`config.mk`:
```
export PLATFORM = sky130hd
export DESIGN_NAME = fetch_sequencer
export DESIGN_NICKNAME = d
export VERILOG_FILES = /design/src/rtl/fetch_sequencer.sv
export SDC_FILE = /design/constraint.sdc
export NUM_CORES = 1
export LEC_CHECK = 0
export CORE_ASPECT_RATIO = 0.5
export CORE_UTILIZATION = 45
export CTS_CLUSTER_DIAMETER = 200
export DETAILED_ROUTE_END_ITERATION = 10
export PLACE_DENSITY_LB_ADDON = 0.3
export REMOVE_ABC_BUFFERS = 1
export SKIP_CTS_REPAIR_TIMING = 1
export SLEW_MARGIN = 20
export SYNTH_ARGS = -nofsm -noshare
export SYNTH_HDL_FRONTEND = slang
export SYNTH_SLANG_ARGS = --single-unit
```
`constraint.sdc`:
```
create_clock -name clk -period 15.8 [get_ports clk]
set_input_delay 1.58 -clock clk [delete_from_list [all_inputs] [get_ports clk]]
set_output_delay 1.58 -clock clk [all_outputs]
set_load 0.005 [all_outputs]
```
`src/rtl/fetch_sequencer.sv`:
```
// fetch_sequencer: credit-limited I-cache request sequencer with response FIFO and flush/drain control
// Ports: clk/rst(active-low sync)/clk_en; flush_valid/flush_adr redirect; pred_taken/pred_target next-PC hint;
//        req_valid/req_ready/req_adr cache request; resp_* cache response; out_* FIFO head to decode; stall blocks pop;
//        busy = draining or requests in flight.
module fetch_sequencer #(
  parameter int ADR_W = 32,
  parameter int INST_W = 32,
  parameter int FIFO_DEPTH = 4,
  parameter logic [ADR_W-1:0] RESET_VECTOR = '0
) (
  input  logic              clk,
  input  logic              rst,
  input  logic              clk_en,
  input  logic              stall,
  input  logic              flush_valid,
  input  logic [ADR_W-1:0]  flush_adr,
  input  logic              pred_taken,
  input  logic [ADR_W-1:0]  pred_target,
  output logic              req_valid,
  input  logic              req_ready,
  output logic [ADR_W-1:0]  req_adr,
  input  logic              resp_valid,
  input  logic [ADR_W-1:0]  resp_adr,
  input  logic [INST_W-1:0] resp_data,
  input  logic [ADR_W-1:0]  resp_pred_next,
  input  logic              resp_branch_jump,
  output logic              out_valid,
  output logic [ADR_W-1:0]  out_pc,
  output logic [INST_W-1:0] out_inst,
  output logic [ADR_W-1:0]  out_pred_next,
  output logic              out_branch_jump,
  output logic              busy
);
  localparam int PW = $clog2(FIFO_DEPTH);
  localparam int CW = PW + 1;
  localparam int EW = 2 * ADR_W + INST_W + 1;
  typedef enum logic {RUN, DRAIN} state_t;
  state_t state_q, state_d;
  logic [ADR_W-1:0] pc_q, pc_d;
  logic [CW-1:0] outst_q, outst_d, cnt_q, cnt_d;
  logic [PW-1:0] wr_q, wr_d, rd_q, rd_d;
  logic started_q;
  logic [EW-1:0] mem_q [FIFO_DEPTH];
  logic flush, credit, issue, resp, push, pop;
  // started_q holds off the first request until one enabled cycle after reset release
  always_comb begin
    flush = flush_valid & clk_en;
    credit = ({1'b0, outst_q} + {1'b0, cnt_q}) < (CW + 1)'(FIFO_DEPTH);
    req_valid = rst & started_q & (state_q == RUN) & ~flush_valid & credit;
    issue = req_valid & req_ready & clk_en;
    resp = resp_valid & clk_en;
    out_valid = rst & (cnt_q != '0);
    push = resp & (state_q == RUN) & ~flush;
    pop = out_valid & ~stall & clk_en & ~flush;
    outst_d = outst_q + CW'(issue) - CW'(resp);
    pc_d = flush ? flush_adr : issue ? (pred_taken ? pred_target : pc_q + ADR_W'(4)) : pc_q;
    wr_d = flush ? '0 : wr_q + PW'(push);
    rd_d = flush ? '0 : rd_q + PW'(pop);
    cnt_d = flush ? '0 : cnt_q + CW'(push) - CW'(pop);
    state_d = flush ? (outst_d != '0 ? DRAIN : RUN) : (outst_d == '0 ? RUN : state_q);
  end
  always_ff @(posedge clk) begin
    if (!rst) begin
      state_q <= RUN;
      pc_q <= RESET_VECTOR;
      outst_q <= '0;
      cnt_q <= '0;
      wr_q <= '0;
      rd_q <= '0;
      started_q <= 1'b0;
    end else if (clk_en) begin
      state_q <= state_d;
      pc_q <= pc_d;
      outst_q <= outst_d;
      cnt_q <= cnt_d;
      wr_q <= wr_d;
      rd_q <= rd_d;
      started_q <= 1'b1;
    end
  end
  always_ff @(posedge clk) begin
    if (rst && push) begin
      assert (cnt_q != CW'(FIFO_DEPTH));
      mem_q[wr_q] <= {resp_adr, resp_data, resp_pred_next, resp_branch_jump};
    end
  end
  assign req_adr = pc_q;
  assign {out_pc, out_inst, out_pred_next, out_branch_jump} = mem_q[rd_q];
  assign busy = (state_q == DRAIN) | (outst_q != '0);
endmodule

```
Yosys cells after proc, flatten, opt, wreduce, memory -nomap -nowiden

Memory sizes are Yosys's and may differ from the RTL's. A register that Yosys moved wholly into a read port is not among the register bits.
Index checks and enable logic that the tools add are counted.
W data, S select, Z words.

Add/sub/neg operators: 8
Multipliers: 0
Div/mod/pow operators: 0
$lt $le $gt $ge: 1
Equality and inequality tests: 0
Shifts and indexed selects: 0
Multiplexer cells: 13
Bitwise operators: 19
Reduce and logical (&&, ||, !) cells: 9

Operators with widths:

| operator                | number |
|---|---|
| $mux W32                | 3 |
| $add A32 B3 Y32 const B | 1 |
| $and A1 B1 Y1           | 14 |
| $reduce_bool A3 Y1      | 3 |
| $mux W2                 | 4 |
| $add A3 B1 Y3           | 2 |
| $sub A3 B1 Y3           | 2 |
| $mux W1                 | 5 |
| $add A2 B1 Y2           | 2 |
| $add A3 B3 Y4           | 1 |
| $lt A4 B3 Y1 const B    | 1 |
| $not A1 Y1              | 4 |
| $reduce_and A2 Y1       | 2 |
| $reduce_bool A2 Y1      | 2 |
| $logic_not A3 Y1        | 1 |
| $mux W3                 | 1 |
| $logic_and A1 B1 Y1     | 1 |
| $or A1 B1 Y1            | 1 |

Register bits after elaboration: 44
Bits in latches: 0
RAM bits: 388
ROM bits: 0
Input bits: 169
Output and inout port bits: 132
Memories kept: 1

Memories:

| name  | words | bits a word | read ports | clocked after memory_dff | wr ports | line | RTL |
|---|---|---|---|---|---|---|---|
| mem_q | 4     | 97          | 1          | 1                        | 1        | 43   | `logic [EW-1:0] mem_q [FIFO_DEPTH];` |

Longest topological paths before layout

Gate-level depths: netlist of the first run.

Depth after elaboration: 11
Gate-level depth with buffers: 15
Mapped depth without buffers: 12

Worst setup path after synthesis of the first run

OpenSTA, ideal clock, no wires.

Kind: input to register
From: input port clk_en
To: memory mem_q[1][0] in the netlist's numbering (enable)
Data arrival time: 9287 ps
Data required time: 15108 ps
Slack: 5821 ps
Stages on the path: 6
Cell sequence: clkbuf_1 and2_1 nand2_1 inv_1 nand2_1 nor3b_1

Longest elaborated chain between the ends: 6

Ends and longest elaborated chain:

| item                                        | line   | RTL |
|---|---|---|
| start: declaration                          | 13     | `input logic clk_en,` |
| $and A1 B1 Y1 (on tied branches)            | 51, 47 |  |
| $and A1 B1 Y1 or $not A1 Y1 (tied branches) | 53     | `push = resp & (state_q == RUN) & ~flush;` |
| $and A1 B1 Y1 (*)                           | 53     |  |
| $logic_and A1 B1 Y1 (*)                     | 82     | `if (rst && push) begin` |
| $mux W1 (*)                                 | 82     |  |
| $mux W1 (not written as such) (*)           | 84     | `mem_q[wr_q] <= {resp_adr, resp_data, resp_pred_next, resp_branch_jump};` |
| end: declaration                            | 43     |  |

Mark *: on every way between the ends. The rest lies on a longest branch, timed or not.

Final worst setup path of the first run

From: input port rst
To: output port req_valid

Longest elaborated chain between the ends: 4

Ends and longest elaborated chain:

| item                       | line | RTL |
|---|---|---|
| start: declaration         | 12   | `input logic rst,` |
| $and A1 B1 Y1 (4 in a row) | 49   | `req_valid = rst & started_q & (state_q == RUN) & ~flush_valid & credit;` |
| end: declaration           | 19   | `output logic req_valid,` |

Every way passes these cells.

==> results of run 1 <==
per-layer routing:
layer | vias up | part of all wire, %
met1 | 4948 | 39
met5 | - | 0
met3 | 49 | 5.1
met2 | 323 | 54
li1 | 4329 | -
met4 | 0 | 1.9
metrics by stage:
step | util [%] | std cells | cell area (µm²) | setup WS [ns]
2_1_floorplan | - | 855 | 16790 | 6.127
3_3_place_gp | 56.19 | 1654 | 20530 | 10.39
3_5_place_dp | 56.19 | 1654 | 20530 | 10.22
4_1_cts | 59.54 | 1724 | 21760 | 10.73
5_1_grt | 59.55 | 1724 | 21760 | 10.41
6_report | 59.55 | 1724 | 21760 | 10.72
synth_stat cells, drive strengths merged, types with 6 or more instances:
cell type / number / area share, %
clkbuf: 36 / 0.80
ha: 9 / 0.66
dfxtp: 46 / 5.4
o21ai: 34 / 1.0
a31oi: 12 / 0.44
and4: 6 / 0.31
nor3: 12 / 0.35
o22ai: 9 / 0.33
mux2i: 8 / 0.47
edfxtp: 388 / 69
inv: 13 / 0.29
and3: 10 / 0.38
mux4: 97 / 13
nor2: 27 / 0.60
nand3: 23 / 0.75
nand4: 13 / 0.52
xor2: 7 / 0.36
nand2: 30 / 0.66
buf: 14 / 0.36
xnor2: 6 / 0.31
a21oi: 29 / 0.85
or4: 6 / 0.29
worst max-delay path by stage:
stage	start	end	slack (ns)
finish	rst	req_valid	10.72
global route	rst	outst_q[2]	10.41
CTS	rst	req_valid	10.73
detailed placement	rst	outst_q[2]	10.22
global placement	rst	outst_q[2]	10.39
floorplan	resp_valid	mem_q[1][0]	6.13
worst min-delay path: stages, from the launching register on:
cell     delay (ns)
dfxtp_1        0.33
nor2_1         0.04
nor2_1         0.06
cell families (layout without fill, tap and decap cells):
group	Yosys count	in the layout	synth area share, %
DFF	434	434	74.02
AOI/OAI and AO/OA	123	123	4.568
and+or+nand+nor	156	156	5.061
muxes	105	105	13.33
xor gates and xnor gates	13	13	0.6704
buffers and inverters	63	398	1.444
adders and majority gates	11	11	0.8988
power breakdown:
group	internal, mW	leakage (nW)	switching (mW)	total (mW)
Clock	0.511	0.595	0.404	0.916
Combinational	0.0723	2.37	0.0480	0.120
Sequential	1.26	3.87	0.0132	1.27
Total	1.84	6.84	0.466	2.31
cell type report:
class,instances,area [µm²],share of cell area [%]
Tap cell,484,605.6,2.783
Clock inverter,17,153.9,0.7073
Inverter,13,48.80,0.2243
Clock buffer,53,1070,4.916
Multi-Input combinational cell,408,4187,19.24
Timing Repair Buffer,315,3115,14.32
Sequential cell,434,12580,57.81
sequential cells by signal (all words and copies together) (netlist names), named ones only:
name / count
wr_q: 2
rd_q: 2
started_q: 1
cnt_q: 3
mem_q: 388
outst_q: 3
req_adr: 32
state_q: 1
==> metrics.txt, run 1 <==
clk buf depth 3; Pre-Repair DR Iteration Count 5; most frequent cells in the layout edfxtp_1 (388), clkdlybuf4s50_1 (300), mux4_2 (97), dfxtp_1 (44), clkbuf_16 (40); most used cell, CP clkdlybuf4s50_1; Max-slew headroom 31.75%; Req. time, crit path 14.22 ns; CP max-delay cell clkdlybuf4s50_1; Root Driver clkbuf_16; Power per Cell Area 106.1 nW/µm²; cts bufs inserted 39; worst-margin pin slew 1.023 ns; Top Family by Delay on Critical Path buffers and inverters; worst path buffer plus inverter count 3; Pwr Total 2.310 mW; DR iter-0 viols 785; Total GRT Usage 19.36%; reg-to-reg critical path endpoint outst_q[2]; Worst R2R Setup Slack 12.10 ns; Worst path depth 5; Crit Path Max Fanout 31; met1 usage 23.55%; CTS sink count 434; H-tree levels 2; Final nets 1,391; Residual DRC 0; YS warnings 0; Worst-path clk slew 0.07 ns; Worst path max stage delay 0.51 ns; Final Wtd Congestion 0.8541; Hold WS 0.4625 ns; vias in the first global route 10,230; Row Count 49; WL/cell 21.56 µm; Worst VDD drop 0.00007062 V; top_reg_cell synth edfxtp_1; Final Max Tran Viols 0; RSZ-0062 raised after global routing false; Hold Crit Class register to register; CP Data Arrival Time 3.50 ns; core area 36,540 µm²; die width 276.7 µm; final setup violation count 0; total negative slack 0 ns; Total Routed Length 37,160 µm; routing usage on met2 36.07%; latest clock arrival within the worst-skew pair 0.53 ns; LEAKAGE 6.837 nW; Critical Path Source Type input port; most common cell after layout, fill and taps aside edfxtp_1; Max-Cap Viols 0; CTS tree built; Antenna Cells 0; Final period util 32.12%; full die area 38,570 µm²; port bufs 300; Setup crit end kind output port; fmax 197.0 MHz; grt peak-use layer met2; hpwl dp 23,260 µm; Seq cells post-synth 434; via count 9,649; Remaining Overflow, GRT 0; Hold EP started_q; pin count of the biggest net entering global routing 61; starting density of the core 46.48%; hold depth 2; final setup skew 0.01156 ns; hold_sp started_q; Reg2Reg Depth 13; WS Path Type input port to output port; final hold violation count 0; Post-synth EDFFs 388; post-route ant nets 0; height of the die 139.4 µm; status completed; sequential share of the synthesized area 74.02%; Synth Instances 905; syn avg cell area 18.77 µm²; cell chain of the critical path clkdlybuf4s50_1 -> buf_4 -> nor4bb_1 -> and3_1 -> clkdlybuf4s50_1; ys async rst share 0%; # fillers 2,681; Reg-to-Reg Start outst_q[2]; IO Pins 301; Area Overhead vs Synth 28.12%; count of cell types in the netlist 57; via-per-instance ratio 5.597; Final min period 5.076 ns; initial antenna violation count 0; layout cell share with drive strength beyond 1 14.76%; first-pass GRT wire length 57,730 µm; met3 usage 3.274%; Post-Syn Area 16,980 µm²
Power figures use the tool's default switching activity.
==> run 2: changes to the inputs <==
==> constraint.sdc (replaced) <==
create_clock -name clk -period 4.5 [get_ports clk]
set_input_delay 0.45 -clock clk [delete_from_list [all_inputs] [get_ports clk]]
set_output_delay 0.45 -clock clk [all_outputs]
set_load 0.005 [all_outputs]
==> metrics.txt, run 2 (same netlist as run 1, synthesis figures left out) <==
post-route insts no fill 1,732 (+0.46%); most frequent cells in the layout edfxtp_1 (388), clkdlybuf4s50_1 (300), mux4_2 (97), dfxtp_1 (44), clkbuf_16 (41); latest clock arrival within the worst-skew pair 0.54 ns (about the same); fmax 312.0 MHz; Max-Cap Viols 0 (unchanged); Final Max Tran Viols 0 (unchanged); Worst path max stage delay 0.99 ns (+0.48 ns); DR iter-0 viols 683 (-13%); number of cells after detailed placement 1,664 (+0.60%); Remaining Overflow, GRT 0 (unchanged); height of the die 139.4 µm (unchanged); IO Pins 301 (unchanged); Final Wtd Congestion 0.8658 (+1.4%); Final period util 71.23%; Biggest register mem_q; WL/cell 21.56 µm (about the same); worst-margin pin slew 1.064 ns (+0.04157 ns); most common cell after layout, fill and taps aside edfxtp_1; CP max-delay cell dfxtp_4; port bufs 300 (unchanged); final setup skew 0.01981 ns (+0.008251 ns); status completed; starting density of the core 46.48% (unchanged); cts bufs inserted 39 (unchanged); Final nets 1,401 (+0.72%); Final WS setup 1.295 ns (-9.430 ns); initial antenna violation count 1 (+1); hold depth 2 (unchanged); final setup violation count 0 (unchanged); Final min period 3.205 ns; via count 9,664 (+0.16%); CTS sink count 434 (unchanged); via-per-instance ratio 5.580 (-0.31%); Pre-Repair DR Iteration Count 6 (+1); hpwl dp 23,750 µm (+2.1%); Area Overhead vs Synth 29.08%; Root Driver clkbuf_16; Area after DPL 20,720 µm² (+0.91%); Crit Path Max Fanout 59 (+90%); Critical Path Source Type register; Row Count 49 (unchanged); LEAKAGE 6.899 nW (+0.91%); vias in the first global route 9,975 (-2.5%); first-pass GRT wire length 57,860 µm (+0.23%); RSZ-0062 raised after global routing false; Worst VDD drop 0.0002149 V (+200%); Power per Cell Area 367.7 nW/µm² (+250%); Worst R2R Setup Slack 1.54 ns (-10.56 ns); Total GRT Usage 19.43% (+0.066 points); Hold Crit Class register to register; Pwr Total 8.060 mW (+250%); Req. time, crit path 4.05 ns (-10.17 ns); Reg2Reg Depth 13 (unchanged); design area 21,920 µm² (+0.75%); layout cell share with drive strength beyond 1 15.32% (+0.56 points); pre-CTS setup slack 1.023 ns (-9.194 ns); Setup crit end kind output port; Residual DRC 0 (unchanged); pin count of the biggest net entering global routing 98 (+61%); full die area 38,570 µm² (unchanged); core area 36,540 µm² (unchanged); final hold violation count 0 (unchanged); Worst-path clk slew 0.06 ns (about the same); max reg flops 388 (unchanged); cell chain of the critical path buf_12 -> mux4_2 -> clkdlybuf4s50_1; clk buf depth 3 (unchanged); CTS tree built; H-tree levels 2 (unchanged); WS Path Type register to output port; Total Routed Length 37,340 µm (+0.49%); Max-slew headroom 28.74% (-3.0 points); die width 276.7 µm (unchanged); post-route ant nets 0 (unchanged); CP Data Arrival Time 2.76 ns (-0.74 ns)
-- run 2: cell types whose count changed in the layout (fill, tap and decap cells not counted), moves of 2 or more --
cell | before | now
clkinv_1 | 4 | 9
buf_12 | 0 | 9
clkinv_4 | 0 | 2
clkinv_2 | 6 | 4
clkbuf_1 | 11 | 4
-- run 2: power by group --
| part | internal [mW] | switching (mW) | total [mW] |
|---|---|---|---|
| combinational | 0.255 | 0.168 | 0.422 |
| clock | 1.74 | 1.43 | 3.17 |
| sequential | 4.42 | 0.0449 | 4.47 |
| total | 6.42 | 1.64 | 8.06 |
-- run 2: layout make-up --
| type | count | area, µm² |
|---|---|---|
| sequential | 434 | 12580 |
| inverter | 13 | 48.80 |
| multi-input combinational | 408 | 4184 |
| antenna | 1 | 2.502 |
| fill | 2705 | 14620 |
| tap | 484 | 605.6 |
| timing repair buffer | 325 | 3303 |
| clock inverter | 21 | 143.9 |
| clock buffer | 46 | 1055 |
-- run 2: worst paths after layout --
check / startpoint / to
max: register / out_pc[16]
min: started_q / started_q
max reg2reg: outst_q[2] / outst_q[2]
min reg2reg: started_q / started_q
-- run 2: critical path: cells and delay by family (launching register included) --
family	cells	cell delay, ns
DFF	1	0.99
buffers and inverters	2	0.88
muxes	1	0.35
-- run 2: stage by stage --
| stage | util (%) | TNS, ns | hold WS [ns] |
|---|---|---|---|
| final | 60.00 | 0 | 0.4659 |
| after global routing | 59.99 | 0 | 0.4932 |
| after CTS | 59.99 | 0 | 0.4713 |
| after detailed placement | 56.71 | 0 | 0.4564 |
| after global placement | 56.71 | 0 | 0.4457 |
| after floorplan | - | -1189.40 | 0.4260 |
-- run 2: per-layer routing --
layer  share of wire (%)  routed length (µm)  track usage (%)  vias to the layer above
met5                   0                   0                0                        -
met4                 1.5                 561            4.474                        0
met3                 5.2                1937            3.778                       40
met2                  54               19980            35.15                      297
met1                  40               14860            24.26                     4961
li1                    -                   -                -                     4366
==> run 3: changes to the inputs <==
==> constraint.sdc (replaced) <==
create_clock -name clk -period 3.3 [get_ports clk]
set_input_delay 0.33 -clock clk [delete_from_list [all_inputs] [get_ports clk]]
set_output_delay 0.33 -clock clk [all_outputs]
set_load 0.005 [all_outputs]
==> metrics.txt, run 3 (same netlist as run 1, synthesis figures left out) <==
status completed; cts bufs inserted 39 (unchanged); Pre-Repair DR Iteration Count 5 (-1); CP Data Arrival Time 2.55 ns (-0.21 ns); Final nets 1,406 (+0.36%); WL/cell 21.62 µm (+0.28%); hold depth 3 (+1); Max-slew headroom 40.90% (+12 points); Setup crit end kind output port; final setup skew 0.01922 ns (-0.0005985 ns); via count 9,755 (+0.94%); pre-CTS setup slack -0.06548 ns (-1.088 ns); max reg flops 388 (unchanged); layout cell share with drive strength beyond 1 15.62% (+0.30 points); initial antenna violation count 1 (unchanged); Total GRT Usage 19.55% (+0.12 points); Reg-to-Reg Start outst_q[2]; total negative slack 0 ns (unchanged); vias in the first global route 10,240 (+2.7%); CTS sink count 434 (unchanged); Residual DRC 0 (unchanged); Max-Cap Viols 0 (unchanged); IO Pins 301 (unchanged); height of the die 139.4 µm (unchanged); design area 22,100 µm² (+0.82%); Total Routed Length 37,620 µm (+0.75%); Final period util 87.19%; RSZ-0062 raised after global routing false; Area Overhead vs Synth 30.13%; Flop pwr share 54.5% (-1.0 points); Worst VDD drop 0.0003042 V (+42%); Remaining Overflow, GRT 0 (unchanged); core area 36,540 µm² (unchanged); Sw Ratio 20.06% (-0.29 points); Reg2Reg Depth 12 (-1); CTS tree built; Final Wtd Congestion 0.8520 (-1.6%); clock power share 40.3% (+1.0 points); Core Util, Final 60.48% (+0.49 points); Int Pwr 8.942 mW (+39%); latest clock arrival within the worst-skew pair 0.54 ns (about the same); Req. time, crit path 2.97 ns (-1.08 ns); via-per-instance ratio 5.606 (+0.48%); clk buf depth 3 (unchanged); hold_sp flush_adr[17]; WS Path Type register to output port; Worst-path clk slew 0.07 ns (about the same); starting density of the core 46.48% (unchanged); Biggest register mem_q; Area after DPL 20,830 µm² (+0.54%); first-pass GRT wire length 58,420 µm (+0.98%); final hold violation count 0 (unchanged); worst-margin pin slew 0.8792 ns (-0.1850 ns); Final min period 2.877 ns; Hold Crit Class input port to register; number of cells after detailed placement 1,669 (+0.30%); reg-to-reg critical path endpoint outst_q[2]; pin count of the biggest net entering global routing 52 (-47%); port bufs 300 (unchanged); Final WS setup 0.4226 ns (-0.8720 ns); H-tree levels 2 (unchanged); Final Max Tran Viols 0 (unchanged); NetSw 2.244 mW (+37%); post-route ant nets 0 (unchanged); Crit Path Max Fanout 23 (-61%); DR iter-0 viols 809 (+18%); full die area 38,570 µm² (unchanged); Hold EP req_adr[17]; Row Count 49 (unchanged); Logic pwr share 5.2% (about the same); fmax 347.5 MHz; Critical Path Source Type register; hpwl dp 24,480 µm (+3.1%); post-route insts no fill 1,740 (+0.46%); most common cell after layout, fill and taps aside edfxtp_1; Root Driver clkbuf_16; die width 276.7 µm (unchanged); final setup violation count 0 (unchanged); LEAKAGE 6.962 nW (+0.92%); Worst R2R Setup Slack 0.50 ns (-1.04 ns); most frequent cells in the layout edfxtp_1 (388), clkdlybuf4s50_1 (300), mux4_2 (97), dfxtp_1 (44), clkbuf_16 (41); Power per Cell Area 506.2 nW/µm² (+38%)
## run 3: cell count changes in the layout (fill, tap and decap cells not counted)
cell	delta
buf_12	+6
clkinv_2	-3
bufinv_16	+2
clkbuf_1	+2
buf_4	-1
clkbuf_8	+1
clkinv_1	+1
clkinv_4	-1
clkinvlp_4	+1
inv_6	+1
inv_8	-1
## run 3: area by class of cell
class | count | area [µm²]
fillers | 2672 | 14440
flip-flops and latches | 434 | 12580
multi-input cells | 408 | 4184
repair buffers | 330 | 3416
clock buffers | 49 | 1076
well taps | 484 | 605.6
clock inverters | 21 | 188.9
inverters | 13 | 48.80
diodes | 1 | 2.502
## run 3: worst max path at each step
stage / end / depth (start not counted)
after floorplan: mem_q[1][0] / 5
after global placement: outst_q[2] / 12
after detailed placement: outst_q[2] / 12
after CTS: out_pred_next[25] / 3
after global routing: out_pred_next[25] / 3
final: out_pred_next[25] / 3
## run 3: power groups by stage
stage	combinational, mW	clock, mW	sequential, mW
floorplan	0.156	0	6.21
global placement	0.564	0	6.21
detailed placement	0.581	0	6.21
CTS	0.583	4.61	6.09
global route	0.626	4.83	6.10
finish	0.580	4.51	6.09
## run 3: metal layers
metal | vias to the layer above | GRT usage (%) | routed length [µm]
li1 | 4376 | - | -
met1 | 5041 | 24.37 | 15070
met2 | 286 | 35.54 | 20080
met3 | 52 | 3.358 | 1819
met4 | 0 | 4.971 | 648
met5 | - | 0 | 0
## run 3: critical path: stages, from the launching register on
cell and delay [ns]:
dfxtp_4 0.67, buf_12 0.29, mux4_2 0.52, clkdlybuf4s50_1 0.52
## run 3: stage by stage
stage	hold WS [ns]	power, mW
CTS	0.3704	11.28
floorplan	0.4260	6.366
global route	0.3980	11.56
global placement	0.4448	6.771
detailed placement	0.4513	6.794
finish	0.3854	11.19
